[src/rtl/tdc_pkg.sv]
// Shared types and helpers for the TDC channel: FSM state encoding, drop counter width, popcount.
package tdc_pkg;

  typedef enum logic [1:0] {
    IDLE  = 2'd0,
    ARMED = 2'd1,
    HELD  = 2'd2
  } tdc_state_t;

  localparam int DROP_W  = 8;
  // Widest thermometer the popcount helper accepts; callers zero-extend.
  localparam int POP_MAX = 1024;

  function automatic logic [15:0] popcount(input logic [POP_MAX-1:0] v);
    logic [15:0] c;
    c = '0;
    for (int i = 0; i < POP_MAX; i++) begin
      c = c + 16'(v[i]);
    end
    return c;
  endfunction

endpackage

[src/rtl/tdc_ts_fifo.sv]
// Timestamp FIFO: 0-cycle head visibility after the write edge, push accepted when full if a pop
// happens the same cycle; pop on an empty FIFO and push on a full one without pop are ignored.
module tdc_ts_fifo #(
  parameter int W     = 8,
  parameter int DEPTH = 4
) (
  input  logic         clk,
  input  logic         rst_n,
  input  logic         push_i,
  input  logic [W-1:0] push_dat_i,
  input  logic         pop_i,
  output logic         full_o,
  output logic         empty_o,
  output logic [W-1:0] head_dat_o
);

  localparam int AW = $clog2(DEPTH);

  logic [W-1:0] mem_q [DEPTH];
  logic [AW:0]  wr_ptr_q, wr_ptr_d;
  logic [AW:0]  rd_ptr_q, rd_ptr_d;
  logic         do_push, do_pop;

  // Extra pointer MSB distinguishes full from empty when the indices match.
  assign empty_o    = (wr_ptr_q == rd_ptr_q);
  assign full_o     = (wr_ptr_q[AW] != rd_ptr_q[AW]) && (wr_ptr_q[AW-1:0] == rd_ptr_q[AW-1:0]);
  assign do_pop     = pop_i && !empty_o;
  assign do_push    = push_i && (!full_o || do_pop);
  assign wr_ptr_d   = do_push ? wr_ptr_q + 1'b1 : wr_ptr_q;
  assign rd_ptr_d   = do_pop  ? rd_ptr_q + 1'b1 : rd_ptr_q;
  assign head_dat_o = mem_q[rd_ptr_q[AW-1:0]];

  always_ff @(posedge clk or negedge rst_n) begin
    if (!rst_n) begin
      wr_ptr_q <= '0;
      rd_ptr_q <= '0;
    end else begin
      wr_ptr_q <= wr_ptr_d;
      rd_ptr_q <= rd_ptr_d;
    end
  end

  always_ff @(posedge clk) begin
    if (do_push) begin
      mem_q[wr_ptr_q[AW-1:0]] <= push_dat_i;
    end
  end

endmodule

[src/rtl/tdc_channel.sv]
// Carry-chain TDC channel: hit-to-ts_valid latency 4 clocks; timestamps queue in a FIFO, overflow is counted in drop_cnt.
// Optional TDC_BUBBLE_FILTER_EN applies a 3-tap majority filter to the sampled thermometer code.
module tdc_channel
  import tdc_pkg::*;
#(
  parameter int LENGTH     = 128,
  parameter int FINE_W     = $clog2(LENGTH + 1),
  parameter int COARSE_W   = 24,
  parameter int FIFO_DEPTH = 4
) (
  input  logic                clk,
  input  logic                rst_n,
  input  logic                hit,
  input  logic                en,
  output logic                ts_valid,
  input  logic                ts_ready,
  output logic [FINE_W-1:0]   ts_fine,
  output logic [COARSE_W-1:0] ts_coarse,
  output logic                ts_sat,
  output logic [DROP_W-1:0]   drop_cnt
);

  localparam int ENT_W = 1 + FINE_W + COARSE_W;

  // Sum bits fall 1->0 as the carry ripples; inverted they read as a thermometer code.
  (* keep *) logic [LENGTH-1:0] chain_w;
  assign chain_w = ~({LENGTH{1'b1}} + {{(LENGTH-1){1'b0}}, hit});

  logic [LENGTH-1:0] s1_q, s2_q, s2f;

  always_ff @(posedge clk or negedge rst_n) begin
    if (!rst_n) begin
      s1_q <= '0;
      s2_q <= '0;
    end else begin
      s1_q <= chain_w;
      s2_q <= s1_q;
    end
  end

`ifdef TDC_BUBBLE_FILTER_EN
  for (genvar k = 0; k < LENGTH; k++) begin : g_maj
    logic lo, hi;
    if (k == 0) begin : g_lo_edge
      assign lo = 1'b1;
    end else begin : g_lo
      assign lo = s2_q[k-1];
    end
    if (k == LENGTH - 1) begin : g_hi_edge
      assign hi = 1'b0;
    end else begin : g_hi
      assign hi = s2_q[k+1];
    end
    assign s2f[k] = (lo & s2_q[k]) | (lo & hi) | (s2_q[k] & hi);
  end
`else
  assign s2f = s2_q;
`endif

  logic [COARSE_W-1:0] coarse_q, coarse_d;
  assign coarse_d = en ? coarse_q + 1'b1 : '0;

  always_ff @(posedge clk or negedge rst_n) begin
    if (!rst_n) coarse_q <= '0;
    else        coarse_q <= coarse_d;
  end

  tdc_state_t          state_q;
  logic                enc_vld_q;
  logic [FINE_W-1:0]   enc_fine_q;
  logic                enc_sat_q;
  logic [COARSE_W-1:0] enc_coarse_q;

  // The ARMED->HELD transition is the event; encode results load on the same edge.
  always_ff @(posedge clk or negedge rst_n) begin
    if (!rst_n) begin
      state_q      <= IDLE;
      enc_vld_q    <= 1'b0;
      enc_fine_q   <= '0;
      enc_sat_q    <= 1'b0;
      enc_coarse_q <= '0;
    end else begin
      enc_vld_q <= 1'b0;
      if (!en) begin
        state_q <= IDLE;
      end else begin
        case (state_q)
          IDLE:  if (!s2_q[0]) state_q <= ARMED;
          ARMED: if (s2_q[0]) begin
            state_q      <= HELD;
            enc_vld_q    <= 1'b1;
            enc_fine_q   <= FINE_W'(popcount(POP_MAX'(s2f)));
            enc_sat_q    <= &s2f;
            enc_coarse_q <= coarse_q;
          end
          HELD:  if (!s2_q[0]) state_q <= ARMED;
          default: state_q <= IDLE;
        endcase
      end
    end
  end

  logic             fifo_full, fifo_empty, pop, accept;
  logic [ENT_W-1:0] head_dat;
  logic             head_sat;
  logic [FINE_W-1:0] head_fine;
  logic [COARSE_W-1:0] head_coarse;

  assign pop    = ts_valid && ts_ready;
  assign accept = !fifo_full || pop;

  tdc_ts_fifo #(
    .W     (ENT_W),
    .DEPTH (FIFO_DEPTH)
  ) u_fifo (
    .clk        (clk),
    .rst_n      (rst_n),
    .push_i     (enc_vld_q),
    .push_dat_i ({enc_sat_q, enc_fine_q, enc_coarse_q}),
    .pop_i      (pop),
    .full_o     (fifo_full),
    .empty_o    (fifo_empty),
    .head_dat_o (head_dat)
  );

  logic [DROP_W-1:0] drop_q;

  always_ff @(posedge clk or negedge rst_n) begin
    if (!rst_n)                                      drop_q <= '0;
    else if (enc_vld_q && !accept && (drop_q != '1)) drop_q <= drop_q + 1'b1;
  end

  assign {head_sat, head_fine, head_coarse} = head_dat;

  // Outputs are gated so stale or unwritten storage never leaks out while empty.
  assign ts_valid  = !fifo_empty;
  assign ts_fine   = ts_valid ? head_fine   : '0;
  assign ts_coarse = ts_valid ? head_coarse : '0;
  assign ts_sat    = ts_valid ? head_sat    : 1'b0;
  assign drop_cnt  = drop_q;

endmodule

[config.mk]
export PLATFORM = sky130hd
export DESIGN_NAME = tdc_channel
export DESIGN_NICKNAME = d
export VERILOG_FILES = /design/src/rtl/tdc_pkg.sv /design/src/rtl/tdc_ts_fifo.sv /design/src/rtl/tdc_channel.sv
export SDC_FILE = /design/constraint.sdc
export NUM_CORES = 1
export LEC_CHECK = 0
export BUFFER_PORTS_ARGS = -buffer_cell sky130_fd_sc_hd__buf_2
export CAP_MARGIN = 20
export CORE_MARGIN = 2
export CORE_UTILIZATION = 42
export CTS_BUF_LIST = sky130_fd_sc_hd__clkbuf_16
export CTS_CLUSTER_DIAMETER = 200
export DETAILED_ROUTE_END_ITERATION = 8
export HOLD_SLACK_MARGIN = 0.08
export PLACE_DENSITY = 0.67
export SLEW_MARGIN = 40
export SYNTH_ARGS = -nofsm -noshare
export SYNTH_HDL_FRONTEND = slang
export SYNTH_SLANG_ARGS = --single-unit
[constraint.sdc]
create_clock -name clk -period 2.5 [get_ports clk]
set_input_delay 0.5 -clock clk [delete_from_list [all_inputs] [get_ports clk]]
set_output_delay 0.5 -clock clk [all_outputs]
set_load 0.01 [all_outputs]
==> results of run 1 <==
-- stage by stage --
stage          cells  power [mW]  cell area (um^2)  utilization, %
2_1_floorplan    476       4.490              6867               -
6_report         753       7.673              7964           50.13
4_1_cts          753       7.771              7963           50.13
5_1_grt          753       8.059              7964           50.13
3_3_place_gp     719       5.121              7353           46.29
3_5_place_dp     719       5.177              7353           46.29
-- area by class of cell --
class                           instances  area, um^2
Clock buffer                           17       425.4
Timing Repair Buffer                   54       372.9
Tap cell                              216       270.3
Multi-Input combinational cell        274        1989
Clock inverter                         15       166.4
Inverter                                9       33.78
Fill cell                            1341        7921
Sequential cell                       168        4706
-- routing by layer --
| layer | wire length [um] | vias up | global-route usage (%) | part of all wire, % |
|---|---|---|---|---|
| met1 | 5253 | 1919 | 18.89 | 44 |
| met2 | 6057 | 54 | 25.36 | 51 |
| met4 | 189 | 0 | 5.737 | 1.6 |
| li1 | - | 1795 | - | - |
| met5 | 0 | - | 0 | 0 |
| met3 | 379 | 15 | 3.511 | 3.2 |
-- sequential cells by signal (all words and copies together), names as in the netlist --
name / count
u_fifo.mem_q: 100
enc_vld_q: 1
enc_sat_q: 1
s2_q: 1
s1_q: 1
coarse_q: 24
u_fifo.wr_ptr_q: 3
enc_coarse_q: 24
u_fifo.rd_ptr_q: 3
state_q: 2
drop_cnt: 8
-- cells in the final DEF, fill, tap and decap left out, types with 5 or more instances in the layout --
cell type / instances
nand4_1: 6
edfxtp_1: 100
nand3_1: 9
and2_1: 30
inv_1: 10
o21ai_0: 11
nor2_1: 13
xor2_1: 13
nand2_1: 84
buf_2: 39
a21oi_1: 10
buf_12: 5
mux4_2: 25
buf_4: 9
xnor2_1: 10
conb_1: 7
dfrtp_1: 67
ha_1: 7
or3_1: 8
nor3_1: 5
clkbuf_16: 17
-- worst max-delay path, stage by stage, from the launching register on --
cell	delay, ns
dfrtp_2	0.41
buf_4	0.22
mux4_2	0.52
and2_1	0.19
buf_2	0.14
-- repair_timing --
item                                    in CTS  in global routing
endpoints found under the setup margin      20                 18
hold endpoints to repair                    16                  0
cloned                                       0                  0
gates resized for setup                      0                  1
buffers inserted                             1                  0
pin swaps                                    1                  0
hold buffers                                 1                  0
-- where the power goes --
part | switching [mW] | internal (mW)
sequential | 0.105 | 3.07
combinational | 0.959 | 0.969
clock | 1.08 | 1.49
total | 2.14 | 5.53
-- worst max path at each step --
stage / endpoint / cells after the start
after global placement: ts_sat / 5
final: ts_coarse[18] / 4
after CTS: ts_coarse[11] / 4
after global routing: ts_coarse[18] / 4
after floorplan: ts_fine[7] / 5
after detailed placement: ts_fine[7] / 5
==> impl_metrics.env, run 1 <==
export IMPL_initial_core_util_pct=43.08
export IMPL_drtPass1Iterations=4
export IMPL_place_ws_ns=0.3379
export IMPL_final_nets=536
export IMPL_fmax_mhz=416.5
export IMPL_wl_per_cell_um=15.78
export IMPL_fin_crit_sh_pct=96.03
export IMPL_dieWidth_um=131.7
export IMPL_grt_max_degree=30
export IMPL_core_area_um2=15890
export IMPL_timing_rr_end="coarse_q[22]"
export IMPL_clock_sinks=168
export IMPL_synth_area_um2=6844
export IMPL_grt_pass1_wl_um=20440
export IMPL_hold_end="s1_q[126]"
export IMPL_clock_skew_final_ns=0.01217
export IMPL_crit_required_ns=2.00
export IMPL_antenna_found_initial=0
export IMPL_drv_cap=0
export IMPL_io_pins=47
export IMPL_tightest_slew_ns=0.7661
export IMPL_die_area_um2=17330
export IMPL_avgSynthCellArea_um2=14.56
export IMPL_rsz0062_at_grt="no"
export IMPL_die_height_um=131.7
export IMPL_slew_headroom_pct=48.87
export IMPL_worstPathArrival_ns=1.90
export IMPL_overflow=0
export IMPL_critPathCaptureType="primary output"
export IMPL_period_needed_ns=2.401
export IMPL_tns_ns=0
export IMPL_cts_inserted_buffers=17
export IMPL_syn2layout_area_growth_pct=16.36
export IMPL_crit_start="u_fifo.rd_ptr_q[0]"
export IMPL_cts_tree="yes"
export IMPL_outcome="finished, final reports clean"
export IMPL_final_antenna_net_count=0
export IMPL_grt_pass1_vias=4030
export IMPL_ff2ff_setup_slack_ns=0.40
export IMPL_setup_viol_count_final=0
export IMPL_worst_setup_path_type="reg -> out"
export IMPL_drt_vias_per_instance=5.024
export IMPL_drt_iter0_markers=210
export IMPL_holdWs_ns=0.1814
export IMPL_clock_latency_ns=0.42
export IMPL_drive_gt1_share_pct=22.16
export IMPL_finalHoldViolCount=0
export IMPL_fin_ws_ns=0.09917
export IMPL_worstHoldPathType="in -> reg"
export IMPL_irDropWorstVdd_mv=0.5947
export IMPL_r2r_cells=5
export IMPL_synth_warnings=0
export IMPL_clockBufferDepth=2
export IMPL_htree_levels=4
export IMPL_num_vias=3783
export IMPL_netlist_instances=470
export IMPL_routed_wl_um=11880
export IMPL_drv_slew=0
export IMPL_p_leak_nw=3.176
export IMPL_critPathLaunchType="flop"
export IMPL_grt_usage_pct=15.03
export IMPL_hp_start="hit"
export IMPL_clkTransAtPathRegs_ns=0.07
export IMPL_place_detailed_hpwl_um=7618
export IMPL_insertedDiodeCount=0
export IMPL_timing_rr_start="coarse_q[0]"
export IMPL_cp_max_fo=8
export IMPL_power_density_nw_per_um2=963.5
export IMPL_rows=46
export IMPL_drcViolationCount=0
export IMPL_ctsRootBufferMaster="clkbuf_16"
export IMPL_hold_depth=1
export IMPL_gp_congestion=0.7785
export IMPL_port_buffers=39
(Power assumes the default switching activity.)
==> run 2, diff against run 1 <==
Settings changed: CORE_UTILIZATION 42 to 25, PLACE_DENSITY 0.67 to 0.48.
==> impl_metrics.env, run 2 (synthesis gave the netlist of run 1 again) <==
export IMPL_worst_setup_path_type="reg -> out"
export IMPL_critPathCaptureType="primary output"
export IMPL_initial_core_util_pct=25.39
export IMPL_cts_tree="yes"
export IMPL_fin_crit_sh_pct=98.65
export IMPL_htree_levels=4
export IMPL_mostFrequentLayoutCell="edfxtp_1"
export IMPL_path_buf_inv=2
export IMPL_clock_sinks=168
export IMPL_final_antenna_net_count=0
export IMPL_power_frac_clock_pct=30.5
export IMPL_power_internal_mw=5.875
export IMPL_ctsRootBufferMaster="clkbuf_16"
export IMPL_worstHoldPathType="in -> reg"
export IMPL_grt_max_degree=54
export IMPL_largest_reg_flops=100
export IMPL_core_area_um2=26950
export IMPL_period_needed_ns=2.466
export IMPL_rows=60
export IMPL_clock_skew_final_ns=0.01131
export IMPL_fin_util_pct=30.76
export IMPL_routed_wl_um=14050
export IMPL_place_detailed_hpwl_um=8754
export IMPL_drt_iter0_markers=193
export IMPL_critPathLaunchType="flop"
export IMPL_insertedDiodeCount=0
export IMPL_clockBufferDepth=2
export IMPL_drv_cap=0
export IMPL_num_vias=3824
export IMPL_rsz0062_at_grt="yes"
export IMPL_slowest_stage="mux4_2"
export IMPL_cp_top_family="multiplexers"
export IMPL_overflow=0
export IMPL_finalInstanceArea_um2=8290
export IMPL_drtPass1Iterations=4
export IMPL_antenna_found_initial=0
export IMPL_swShare_pct=28.66
export IMPL_drv_slew=0
export IMPL_final_nets=538
export IMPL_multiInputGateArea_um2=2042
export IMPL_drcViolationCount=0
export IMPL_p_leak_nw=3.268
export IMPL_fillers=2671
export IMPL_worstPathArrival_ns=1.97
export IMPL_layout_common_cells="edfxtp_1, nand2_1, dfrtp_1, buf_2, mux4_2"
export IMPL_outcome="finished, final reports clean"
export IMPL_port_buffers=39
export IMPL_switchingPower_mw=2.360
export IMPL_dieWidth_um=169.5
export IMPL_die_area_um2=28720
export IMPL_combPwrFrac_pct=30.5
export IMPL_tightest_slew_ns=0.6880
export IMPL_grt_pass1_wl_um=22070
export IMPL_holdWs_ns=0.1844
export IMPL_clkTransAtPathRegs_ns=0.06
export IMPL_drt_vias_per_instance=4.345
export IMPL_cp_max_fo=9
export IMPL_pwr_share_seq_pct=39.0
export IMPL_clock_latency_ns=0.42
export IMPL_fmax_mhz=405.5
export IMPL_wl_per_cell_um=15.96
export IMPL_drive_gt1_share_pct=25.79
export IMPL_placed_area_um2=7536
export IMPL_finalHoldViolCount=0
export IMPL_power_density_nw_per_um2=993.3
export IMPL_die_height_um=169.5
export IMPL_setup_viol_count_final=0
export IMPL_cp_cell_sequence="clkbuf_16 -> mux4_2 -> and2_4 -> buf_2"
export IMPL_grt_pass1_vias=3938
export IMPL_io_pins=47
export IMPL_crit_required_ns=2.00
export IMPL_gp_congestion=0.7242
export IMPL_cts_inserted_buffers=17
export IMPL_slew_headroom_pct=54.08
export IMPL_cp_slowest_stage_delay_ns=0.51
export IMPL_tns_ns=0
export IMPL_irDropWorstVdd_mv=0.4073
export IMPL_syn2layout_area_growth_pct=21.13
export IMPL_regArea_um2=4707
export IMPL_grt_usage_pct=10.14
## run 2: changes by cell type in the layout (fill, tap and decap cells not counted), sizes merged
cell      before  now
bufinv         2    1
inv           16   17
clkbuf        17   18
clkinvlp       3    0
clkinv         3    6
buf           53   54
## run 2: layout make-up
| type | instances | share of cell area, % |
|---|---|---|
| Timing Repair Buffer | 56 | 6.263 |
| Clock buffer | 17 | 5.131 |
| Sequential cell | 168 | 56.78 |
| Tap cell | 341 | 5.146 |
| Multi-Input combinational cell | 274 | 24.63 |
| Clock inverter | 15 | 1.645 |
| Inverter | 9 | 0.4075 |
## run 2: power by group through the flow
stage	sequential (mW)	combinational [mW]	clock [mW]
after floorplan	3.19	1.30	0
after global placement	3.24	2.04	0
after detailed placement	3.25	2.09	0
after CTS	3.20	2.11	2.58
after global routing	3.23	2.73	2.69
final	3.21	2.51	2.51
## run 2: stage by stage
step           std cells  power (mW)  worst slack, ns
6_report             880       8.235          0.03366
4_1_cts              877       7.886        0.0003166
2_1_floorplan        476       4.490           0.2447
3_3_place_gp         844       5.282           0.4417
3_5_place_dp         844       5.337           0.4051
5_1_grt              880       8.645         -0.03418
## run 2: final timing paths
kind                                    start         endpoint  slack, ns  depth (start not counted)
max in group asynchronous               rst_n  enc_coarse_q[0]       1.32                          3
hold / removal                            hit        s1_q[126]       0.18                          1
hold reg to reg                     s1_q[126]        s2_q[126]       0.35                          0
min in group asynchronous               rst_n      drop_cnt[6]       0.53                          2
setup reg to reg                  coarse_q[0]     coarse_q[18]       0.38                          5
setup / recovery           u_fifo.rd_ptr_q[0]       ts_fine[7]       0.03                          4
## run 2: worst reg2reg max path, cell delays in order, from the launching register on
cell	delay, ns
dfrtp_1	0.41
ha_1	0.22
and4_1	0.28
or4b_1	0.61
or3_1	0.36
a21oi_1	0.16
## run 2: routing by layer
metal / global-route usage (%) / up-vias / share of wire (%)
met3: 2.822 / 11 / 3.3
met2: 16.65 / 59 / 48
met1: 13.35 / 1958 / 48
met5: 0 / - / 0
li1: - / 1796 / -
met4: 2.453 / 0 / 0.78
## run 2: what timing repair did
item,CTS,global route
gates resized for setup,3,30
setup endpoints to repair,18,24
hold buffers,1,0
cloned,0,1
endpoints found under the hold margin,15,0
pin swaps,4,2
buffers inserted,0,2
==> run 3, diff against run 2 <==
Settings changed: SETUP_SLACK_MARGIN from default to 0.4.
==> impl_metrics.env, run 3 (synthesis gave the netlist of run 1 again) <==
export IMPL_ctsRootBufferMaster="clkbuf_16"
export IMPL_crit_required_ns=2.00
export IMPL_cp_top_family="multiplexers"
export IMPL_swShare_pct=27.86
export IMPL_die_height_um=169.5
export IMPL_placed_area_um2=7523
export IMPL_rows=60
export IMPL_drt_iter0_markers=176
export IMPL_path_buf_inv=3
export IMPL_cp_slowest_stage_delay_ns=0.51
export IMPL_irDropWorstVdd_mv=0.4208
export IMPL_overflow=0
export IMPL_htree_levels=4
export IMPL_finalHoldViolCount=0
export IMPL_fin_crit_sh_pct=96.83
export IMPL_clock_skew_final_ns=0.007695
export IMPL_tns_ns=0
export IMPL_initial_core_util_pct=25.39
export IMPL_drcViolationCount=0
export IMPL_fillers=2619
export IMPL_slowest_stage="mux4_2"
export IMPL_drv_slew=0
export IMPL_fin_util_pct=31.60
export IMPL_drtPass1Iterations=4
export IMPL_cp_max_fo=6
export IMPL_cts_tree="yes"
export IMPL_setup_viol_count_final=0
export IMPL_finalInstanceArea_um2=8516
export IMPL_fmax_mhz=413.1
export IMPL_multiInputGateArea_um2=2057
export IMPL_rsz0062_at_grt="yes"
export IMPL_power_internal_mw=6.388
export IMPL_dieWidth_um=169.5
export IMPL_drv_cap=0
export IMPL_cp_cell_sequence="buf_12 -> buf_16 -> mux4_2 -> and2_1 -> buf_2"
export IMPL_outcome="finished, final reports clean"
export IMPL_power_frac_clock_pct=31.8
export IMPL_slew_headroom_pct=48.33
export IMPL_die_area_um2=28720
export IMPL_clock_sinks=168
export IMPL_tightest_slew_ns=0.7742
export IMPL_port_buffers=39
export IMPL_gp_congestion=0.7094
export IMPL_final_nets=548
export IMPL_mostFrequentLayoutCell="edfxtp_1"
export IMPL_clockBufferDepth=2
export IMPL_worst_setup_path_type="reg -> out"
export IMPL_hold_depth=1
export IMPL_wl_per_cell_um=16.61
export IMPL_layout_common_cells="edfxtp_1, nand2_1, dfrtp_1, buf_2, mux4_2"
export IMPL_power_density_nw_per_um2=1040
export IMPL_grt_usage_pct=10.92
export IMPL_cts_inserted_buffers=17
export IMPL_period_needed_ns=2.421
export IMPL_use_met1_pct=14.21
export IMPL_combPwrFrac_pct=32.3
export IMPL_regArea_um2=4706
export IMPL_largest_reg_flops=100
export IMPL_place_detailed_hpwl_um=8817
export IMPL_routed_wl_um=14800
export IMPL_grtUsageMet3_pct=2.495
export IMPL_critPathCaptureType="primary output"
export IMPL_switchingPower_mw=2.467
export IMPL_pwr_share_seq_pct=35.9
export IMPL_core_area_um2=26950
export IMPL_power_mw=8.854
export IMPL_worstPathArrival_ns=1.92
export IMPL_io_pins=47
export IMPL_global_route_peak_usage_layer="met2"
export IMPL_antenna_found_initial=1
export IMPL_holdWs_ns=0.1861
export IMPL_p_leak_nw=3.370
export IMPL_clkTransAtPathRegs_ns=0.06
export IMPL_grt_pass1_wl_um=23470
export IMPL_grt_max_degree=61
export IMPL_use_met2_pct=17.99
export IMPL_syn2layout_area_growth_pct=24.42
export IMPL_grt_pass1_vias=4034
export IMPL_final_antenna_net_count=0
export IMPL_worstHoldPathType="in -> reg"
export IMPL_num_vias=3900
export IMPL_drive_gt1_share_pct=27.69
export IMPL_r2r_cells=7
export IMPL_clock_latency_ns=0.42
export IMPL_crit_cells=5
export IMPL_critPathLaunchType="flop"
export IMPL_drt_vias_per_instance=4.377
[run 3: what timing repair did]
item,CTS,global route
hold buffers,1,0
gates cloned,4,0
hold endpoints to repair,8,0
pin swaps,14,7
buffers inserted,6,2
endpoints found under the setup margin,30,82
gates resized for setup,34,9
[run 3: power by group through the flow]
stage / Clock, mW / Combinational (mW) / Sequential [mW]
after global placement: 0 / 2.02 / 3.23
after floorplan: 0 / 1.31 / 3.19
after global routing: 2.99 / 3.11 / 3.20
after CTS: 2.89 / 2.87 / 3.18
after detailed placement: 0 / 2.03 / 3.24
final: 2.81 / 2.86 / 3.18
[run 3: worst paths after layout]
kind / from / end / slack, ns
max in group asynchronous: rst_n / coarse_q[12] / 1.42
setup reg to reg: u_fifo.rd_ptr_q[0] / u_fifo.mem_q[1][5] / 0.28
setup / recovery: u_fifo.rd_ptr_q[0] / ts_coarse[23] / 0.08
hold / removal: hit / s1_q[126] / 0.19
hold reg to reg: s1_q[126] / s2_q[126] / 0.35
min in group asynchronous: rst_n / drop_cnt[7] / 0.47
[run 3: layout make-up]
cell class / count / area share [%]
antenna: 1 / 0.02939
sequential: 168 / 55.26
timing repair buffer: 66 / 7.670
inverter: 9 / 0.3967
clock buffer: 17 / 4.996
multi-input combinational: 274 / 24.16
clock inverter: 15 / 2.483
tap: 341 / 5.010
[run 3: through the flow]
step	setup WS (ns)	cells
6_report	0.07936	891
2_1_floorplan	0.3410	476
4_1_cts	0.03776	888
5_1_grt	0.004981	891
3_3_place_gp	0.4089	845
3_5_place_dp	0.4010	845
[run 3: routing by layer]
| layer | wire length (um) | up-vias |
|---|---|---|
| met5 | 0 | - |
| met4 | 182 | 0 |
| met3 | 714 | 14 |
| met2 | 7227 | 79 |
| met1 | 6677 | 1984 |
| li1 | - | 1823 |
